==> src/rtl/shift_seq_ctrl.sv <==
`default_nettype none
// ============================================================================
//  Module   : shift_seq_ctrl
//  Purpose  : Command sequencer for an 8-bit universal shift register:
//             load operand, step it cmd_amt times, hand back the result.
//  Option   : SHIFT_SEQ_CTRL_ABORT_EN adds abort / res_aborted.
//  Revision : 1.0 - initial release
// ============================================================================
module shift_seq_ctrl #(
    parameter int WIDTH = 8,
    parameter int CNT_W = 4
) (
    input  logic             clk,
    input  logic             reset,
    input  logic             cmd_valid,
    output logic             cmd_ready,
    input  logic [WIDTH-1:0] cmd_data,
    input  logic             cmd_dir,
    input  logic [1:0]       cmd_mode,
    input  logic [CNT_W-1:0] cmd_amt,
    input  logic [WIDTH-1:0] sh_q,
    output logic [1:0]       sh_s,
    output logic [WIDTH-1:0] sh_in,
    output logic             sh_ir,
    output logic             sh_il,
    output logic             busy,
    output logic             res_valid,
    input  logic             res_ready,
    output logic [WIDTH-1:0] res_data,
`ifdef SHIFT_SEQ_CTRL_ABORT_EN
    input  logic             abort,
    output logic             res_aborted,
`endif
    output logic             done
);

    localparam logic [1:0] SH_HOLD  = 2'b00;
    localparam logic [1:0] SH_LOAD  = 2'b01;
    localparam logic [1:0] SH_LEFT  = 2'b10;
    localparam logic [1:0] SH_RIGHT = 2'b11;

    localparam logic [1:0] MODE_FILL0 = 2'b00;
    localparam logic [1:0] MODE_FILL1 = 2'b01;
    localparam logic [1:0] MODE_ROT   = 2'b10;
    localparam logic [1:0] MODE_ARITH = 2'b11;

    typedef enum logic [1:0] {
        ST_IDLE  = 2'b00,
        ST_LOAD  = 2'b01,
        ST_SHIFT = 2'b10,
        ST_DONE  = 2'b11
    } state_t;

    state_t             state;
    state_t             state_nxt;
    logic [WIDTH-1:0]   data_r;
    logic               dir_r;
    logic [1:0]         mode_r;
    logic [CNT_W-1:0]   amt_r;
    logic [CNT_W-1:0]   cnt;
    logic               cmd_take;
`ifdef SHIFT_SEQ_CTRL_ABORT_EN
    logic               abort_take;
`endif

    assign cmd_ready = (state == ST_IDLE);
    assign busy      = (state != ST_IDLE);
    assign res_valid = (state == ST_DONE);
    assign res_data  = sh_q;
    assign cmd_take  = cmd_valid && cmd_ready;

    // State register, command capture, step counter and entry pulse
    always_ff @(posedge clk or negedge reset) begin
        if (!reset) begin
            state  <= ST_IDLE;
            data_r <= '0;
            dir_r  <= 1'b0;
            mode_r <= 2'b00;
            amt_r  <= '0;
            cnt    <= '0;
            done   <= 1'b0;
        end else begin
            state <= state_nxt;
            done  <= (state_nxt == ST_DONE) && (state != ST_DONE);
            if (cmd_take) begin
                data_r <= cmd_data;
                dir_r  <= cmd_dir;
                mode_r <= cmd_mode;
                amt_r  <= cmd_amt;
            end
            case (state)
                ST_LOAD:  cnt <= amt_r;
                ST_SHIFT: cnt <= cnt - CNT_W'(1);
                default:  cnt <= cnt;
            endcase
        end
    end

    always_comb begin
        state_nxt = state;
        sh_s      = SH_HOLD;
        sh_in     = '0;
`ifdef SHIFT_SEQ_CTRL_ABORT_EN
        abort_take = 1'b0;
`endif
        case (state)
            ST_IDLE: begin
                if (cmd_take) begin
                    state_nxt = ST_LOAD;
                end
            end
            ST_LOAD: begin
                sh_s      = SH_LOAD;
                sh_in     = data_r;
                state_nxt = (amt_r == '0) ? ST_DONE : ST_SHIFT;
            end
            ST_SHIFT: begin
                sh_s = dir_r ? SH_RIGHT : SH_LEFT;
                // Counter holds the steps still owed including this one
                if (cnt == CNT_W'(1)) begin
                    state_nxt = ST_DONE;
                end
            end
            ST_DONE: begin
                if (res_ready) begin
                    state_nxt = ST_IDLE;
                end
            end
            default: begin
                state_nxt = ST_IDLE;
            end
        endcase
`ifdef SHIFT_SEQ_CTRL_ABORT_EN
        // Abort freezes the shifter this cycle so the partial value is returned
        if (abort && ((state == ST_LOAD) || (state == ST_SHIFT))) begin
            abort_take = 1'b1;
            sh_s       = SH_HOLD;
            state_nxt  = ST_DONE;
        end
`endif
    end

    always_comb begin
        sh_ir = 1'b0;
        sh_il = 1'b0;
        case (mode_r)
            MODE_FILL0: begin
                sh_ir = 1'b0;
                sh_il = 1'b0;
            end
            MODE_FILL1: begin
                sh_ir = 1'b1;
                sh_il = 1'b1;
            end
            MODE_ROT: begin
                sh_ir = sh_q[WIDTH-1];
                sh_il = sh_q[0];
            end
            MODE_ARITH: begin
                sh_ir = 1'b0;
                sh_il = sh_q[WIDTH-1];
            end
            default: begin
                sh_ir = 1'b0;
                sh_il = 1'b0;
            end
        endcase
    end

`ifdef SHIFT_SEQ_CTRL_ABORT_EN
    always_ff @(posedge clk or negedge reset) begin
        if (!reset) begin
            res_aborted <= 1'b0;
        end else if (abort_take) begin
            res_aborted <= 1'b1;
        end else if (res_valid && res_ready) begin
            res_aborted <= 1'b0;
        end
    end
`endif

endmodule
`default_nettype wire

==> config.mk <==
export PLATFORM = sky130hd
export DESIGN_NAME = shift_seq_ctrl
export DESIGN_NICKNAME = d
export VERILOG_FILES = /design/src/rtl/shift_seq_ctrl.sv
export SDC_FILE = /design/constraint.sdc
export NUM_CORES = 1
export LEC_CHECK = 0
export CORE_MARGIN = 8
export CORE_UTILIZATION = 30
export DETAILED_ROUTE_END_ITERATION = 7
export PLACE_DENSITY = 0.69
export REMOVE_ABC_BUFFERS = 1
export SLEW_MARGIN = 30
export SYNTH_ARGS = -nofsm -noshare
export SYNTH_HDL_FRONTEND = slang
export SYNTH_SLANG_ARGS = --single-unit
==> constraint.sdc <==
create_clock -name clk -period 4.7 [get_ports clk]
set_clock_uncertainty 0.15 [all_clocks]
set_input_delay 0.94 -clock clk [delete_from_list [all_inputs] [get_ports clk]]
set_output_delay 0.94 -clock clk [all_outputs]
set_load 0.005 [all_outputs]
# Yosys cells after proc, flatten, opt, wreduce, memory -nomap -nowiden
# Cells that the tools add are included.
# op_classes
eq_ne,9
n_div,0
n_shift,0
mul,0
mux,11
add_sub_neg,1
bitwise_logic,0
n_lt_le_gt_ge,0
n_reduce_logical,8
# ops
operator,count
equality test 2 bit (second input constant),5
2-to-1 mux 8 bit,1
case mux 2 bit (4 select lines),1
case mux 4 bit (2 select lines),1
2-to-1 mux 2 bit,3
equality test 2 x 1 -> 1 bit (second input constant),2
equality test 4 x 1 -> 1 bit (second input constant),1
zero test 2 bit,2
zero test 4 bit,1
case mux 1 bit (4 select lines),1
case mux 2 bit (2 select lines),1
nonzero test 2 bit,2
subtractor 4 x 1 -> 4 bit (second input constant),1
case mux 1 bit (3 select lines),1
logical AND 1 bit,2
2-to-1 mux 1 bit,2
!= test 2 bit (second input constant),1
OR reduction 2 bit,1
# totals
mem_bits_ro,0
latchBits,0
ramBits,0
memories,0
elab_cells,36
ff_bits,22
output_inout_bits,24

# Depth between registers and ports, before layout
# depth
ltp_word,6
mapped_depth,6

# Worst setup path after synthesis
# Ideal clock, no wire load.
# synth_timing
kind,input -> output
start,input port sh_q[0]
end,output port sh_il
t_arrival_ps,1188
setup_slack_ps,2422
path_buffers,0
path_stages,2
cell_sequence,a22oi_1 > a21oi_1
# synth_via
elab_chain_cells,1
# synth_rtl
element,line,text
"start, declared",21,"input logic [WIDTH-1:0] sh_q,"
case mux 1 bit (4 select lines),146,case (mode_r)
"end, declared",25,"output logic sh_il,"
# Every way passes these cells.

# Worst setup path in the final report
# layout_timing
start,input port sh_q[7]
end,output port sh_il
# Same word-level chain as after synthesis.

==> results.yml <==
power:
  power_density_nw_per_um2: 654
  vdd_ir_drop_max_mv: 0.222
  p_leak_uw: 0.000707
logic_synthesis:
  avgSynthCellArea_sq_um: 11.3
  synth_top_area_cell: "dfrtp_1"
  synthTopCellsByArea: "dfrtp_1, mux2_2, ha_1"
  syn_inst: 111
  syn_area_sq_um: 1250
  seq_area_frac_synth_pct: 44.0
  ys_warn_count: 0
  ys_seq_elements: 22
  yosysTopAreaCellShare_pct: 44.0
  ys_types: 30
routing:
  vias_per_cell: 4.84
  vias: 924
  drtAntennaViolNets: 0
  drc: 0
  wirelength_microns: 2780
  drtIter0Drc: 67
  drtPass1Iterations: 4
  wire_per_inst_microns: 14.5
run_status:
  status: "complete, no violations"
min_path:
  hp-class: "flip-flop to flip-flop"
cts:
  cts_setup_buffers: 0
  cts.path.max_buffers: 2
  cts_sinks: 22
  ctsHoldBuffers: 0
  cts_buffers: 3
  cts_resized: 0
  path_clk_slew_ns: 0.08
  clock_latency_ns: 0.26
  clock-root-buffer: "clkbuf_8"
  cts_max_level: 1
  cts_tree: "built"
timing:
  drv_slew: 0
  fmax_mhz: 305
  min_period_over_period_pct: 69.9
  min_period_ns: 3.28
  maxSlewHeadroom_pct: 67.0
  rsz0062_at_grt: "no"
  setup_violations: 0
  final_hold_viol_count: 0
  fin_setup_tns_ns: 0
  worstMarginPinSlew_ns: 0.495
place:
  gp_congestion: 0.761
  dp_hpwl_microns: 2110
  io_buffers: 38
grt:
  track_usage_pct: 8.95
  grt_overflow_total: 0
  grt_max_degree: 23
  grt_pass1_wl_microns: 4600
  grt_pass1_vias: 977
  antenna_found_initial: 0
final_layout:
  nets: 178
  diodes: 0
  drive_gt1_share_pct: 18.4
  areaGrowthSynthToFinish_pct: 32.8
  utilization_pct: 41.6
floorplan:
  ios: 51
  start_util_pct: 31.3
  core_area_sq_um: 4000
  fp.dieW_microns: 80.6
  rows: 23
  die_h_microns: 80.6
  die_area_sq_um: 6500
run:
  max_cap_violations: 0
worst_setup_path:
  path_cells: "clkdlybuf4s50_1, a22oi_1, a21oi_1, clkdlybuf4s50_1"
  cp_common_cell: "clkdlybuf4s50_1"
  cp_slowest_stage_delay_ns: 0.52
  cp-start-kind: "input port"
  path_max_fanout: 3
  endpoint_kind: "primary output"
  path_buf_inv: 2
  crit_type: "input port to primary output"
  cp_top_family: "buffers and inverters"
  arrival_ns: 2.19
  crit_slowest_cell: "clkdlybuf4s50_1"
  cp.required_ns: 3.61
report_power, final:
part | switching [uW] | internal [uW]
clock | 60.9 | 114
sequential | 71.2 | 286
combinational | 242 | 313
total | 374 | 713
worst paths after layout:
| check | cells after the start | start | slack [ns] | endpoint |
|---|---|---|---|---|
| worst max-delay path | 4 | sh_q[7] | 1.42 | sh_il |
| worst min-delay path | 1 | data_r[0] | 0.35 | data_r[0] |
| worst max register to register | 4 | state[0] | 2.99 | amt_r[3] |
| worst min register to register | 1 | data_r[0] | 0.35 | data_r[0] |
| max in group asynchronous | 1 | reset | 3.58 | data_r[6] |
| min in group asynchronous | 1 | reset | 0.48 | cnt[2] |
sequential cells by signal (all words and copies together), names as in the netlist:
register,count
mode_r,2
data_r,8
cnt,4
amt_r,4
dir_r,1
done,1
state,2
metrics by stage:
step / power (uW) / hold WS (ns) / area (sq um) / instances / worst slack, ns
2_1_floorplan: 684 / 0.321 / 1150 / 99 / 2.42
3_3_place_gp: 892 / 0.331 / 1600 / 187 / 1.45
3_5_place_dp: 921 / 0.335 / 1590 / 187 / 1.41
4_1_cts: 1100 / 0.355 / 1660 / 191 / 1.40
5_1_grt: 1180 / 0.364 / 1660 / 191 / 1.34
6_report: 1090 / 0.352 / 1660 / 191 / 1.42
cell usage in the layout, fill, tap and decap left out, types with 2 or more instances in the layout:
cell,count
dfrtp_1,22
nand2_1,2
nand3_1,4
and2_1,8
a22oi_1,2
ha_1,9
mux2_2,15
inv_1,8
o22ai_1,2
o21ai_0,3
a21oi_1,5
clkdlybuf4s50_1,37
nor2_1,4
clkbuf_8,3
cell usage after synthesis:
| library cell | n |
|---|---|
| a211oi_1 | 1 |
| a21oi_1 | 5 |
| a22oi_1 | 2 |
| a31oi_1 | 1 |
| a31oi_2 | 1 |
| and2_1 | 8 |
| and3_2 | 1 |
| buf_2 | 1 |
| buf_4 | 8 |
| buf_6 | 3 |
| dfrtp_1 | 22 |
| ha_1 | 9 |
| inv_1 | 8 |
| mux2_2 | 15 |
| mux2i_1 | 1 |
| nand2_1 | 2 |
| nand2_4 | 1 |
| nand2b_1 | 1 |
| nand3_1 | 4 |
| nor2_1 | 4 |
| nor2b_1 | 1 |
| nor2b_4 | 1 |
| nor3_1 | 1 |
| nor3b_2 | 1 |
| o21ai_0 | 3 |
| o21ai_1 | 1 |
| o21ai_2 | 1 |
| o221ai_1 | 1 |
| o22ai_1 | 2 |
| o32a_1 | 1 |
area by class of cell:
class / count / area, sq um
multi-input cells: 69 / 573
clock buffers: 3 / 41.3
flip-flops and latches: 22 / 551
fillers: 373 / 2340
clock inverters: 1 / 30.0
well taps: 50 / 62.6
repair buffers: 38 / 375
inverters: 8 / 30.0
metal layers:
metal / track usage [%] / up-vias / wire (microns) / part of all wire, %
li1: - / 435 / - / -
met1: 10.0 / 428 / 1080 / 39
met2: 14.7 / 56 / 1380 / 50
met3: 3.24 / 5 / 271 / 9.8
met4: 4.36 / 0 / 47 / 1.7
met5: 0 / - / 0 / 0
kinds of logic (layout without fill, tap and decap cells):
| group | Yosys count | in the layout | share of synthesized area (%) |
|---|---|---|---|
| multiplexers | 16 | 16 | 14.3 |
| AO/OA/AOI/OAI | 19 | 19 | 10.1 |
| flip-flops | 22 | 22 | 44.0 |
| adder cells (fa/ha/maj) | 9 | 9 | 8.99 |
| buffers and inverters | 20 | 50 | 10.3 |
| AND/OR/NAND/NOR | 25 | 25 | 12.4 |
worst reg2reg max path: cells and delay by family (launching register included):
| kind | cells | cell delay (ns) |
|---|---|---|
| fa+ha+maj | 1 | 0.27 |
| simple gates | 1 | 0.24 |
| flops | 1 | 0.44 |
| mux | 1 | 0.39 |
| buf+inv | 1 | 0.12 |
Power figures use the tool's default switching activity.
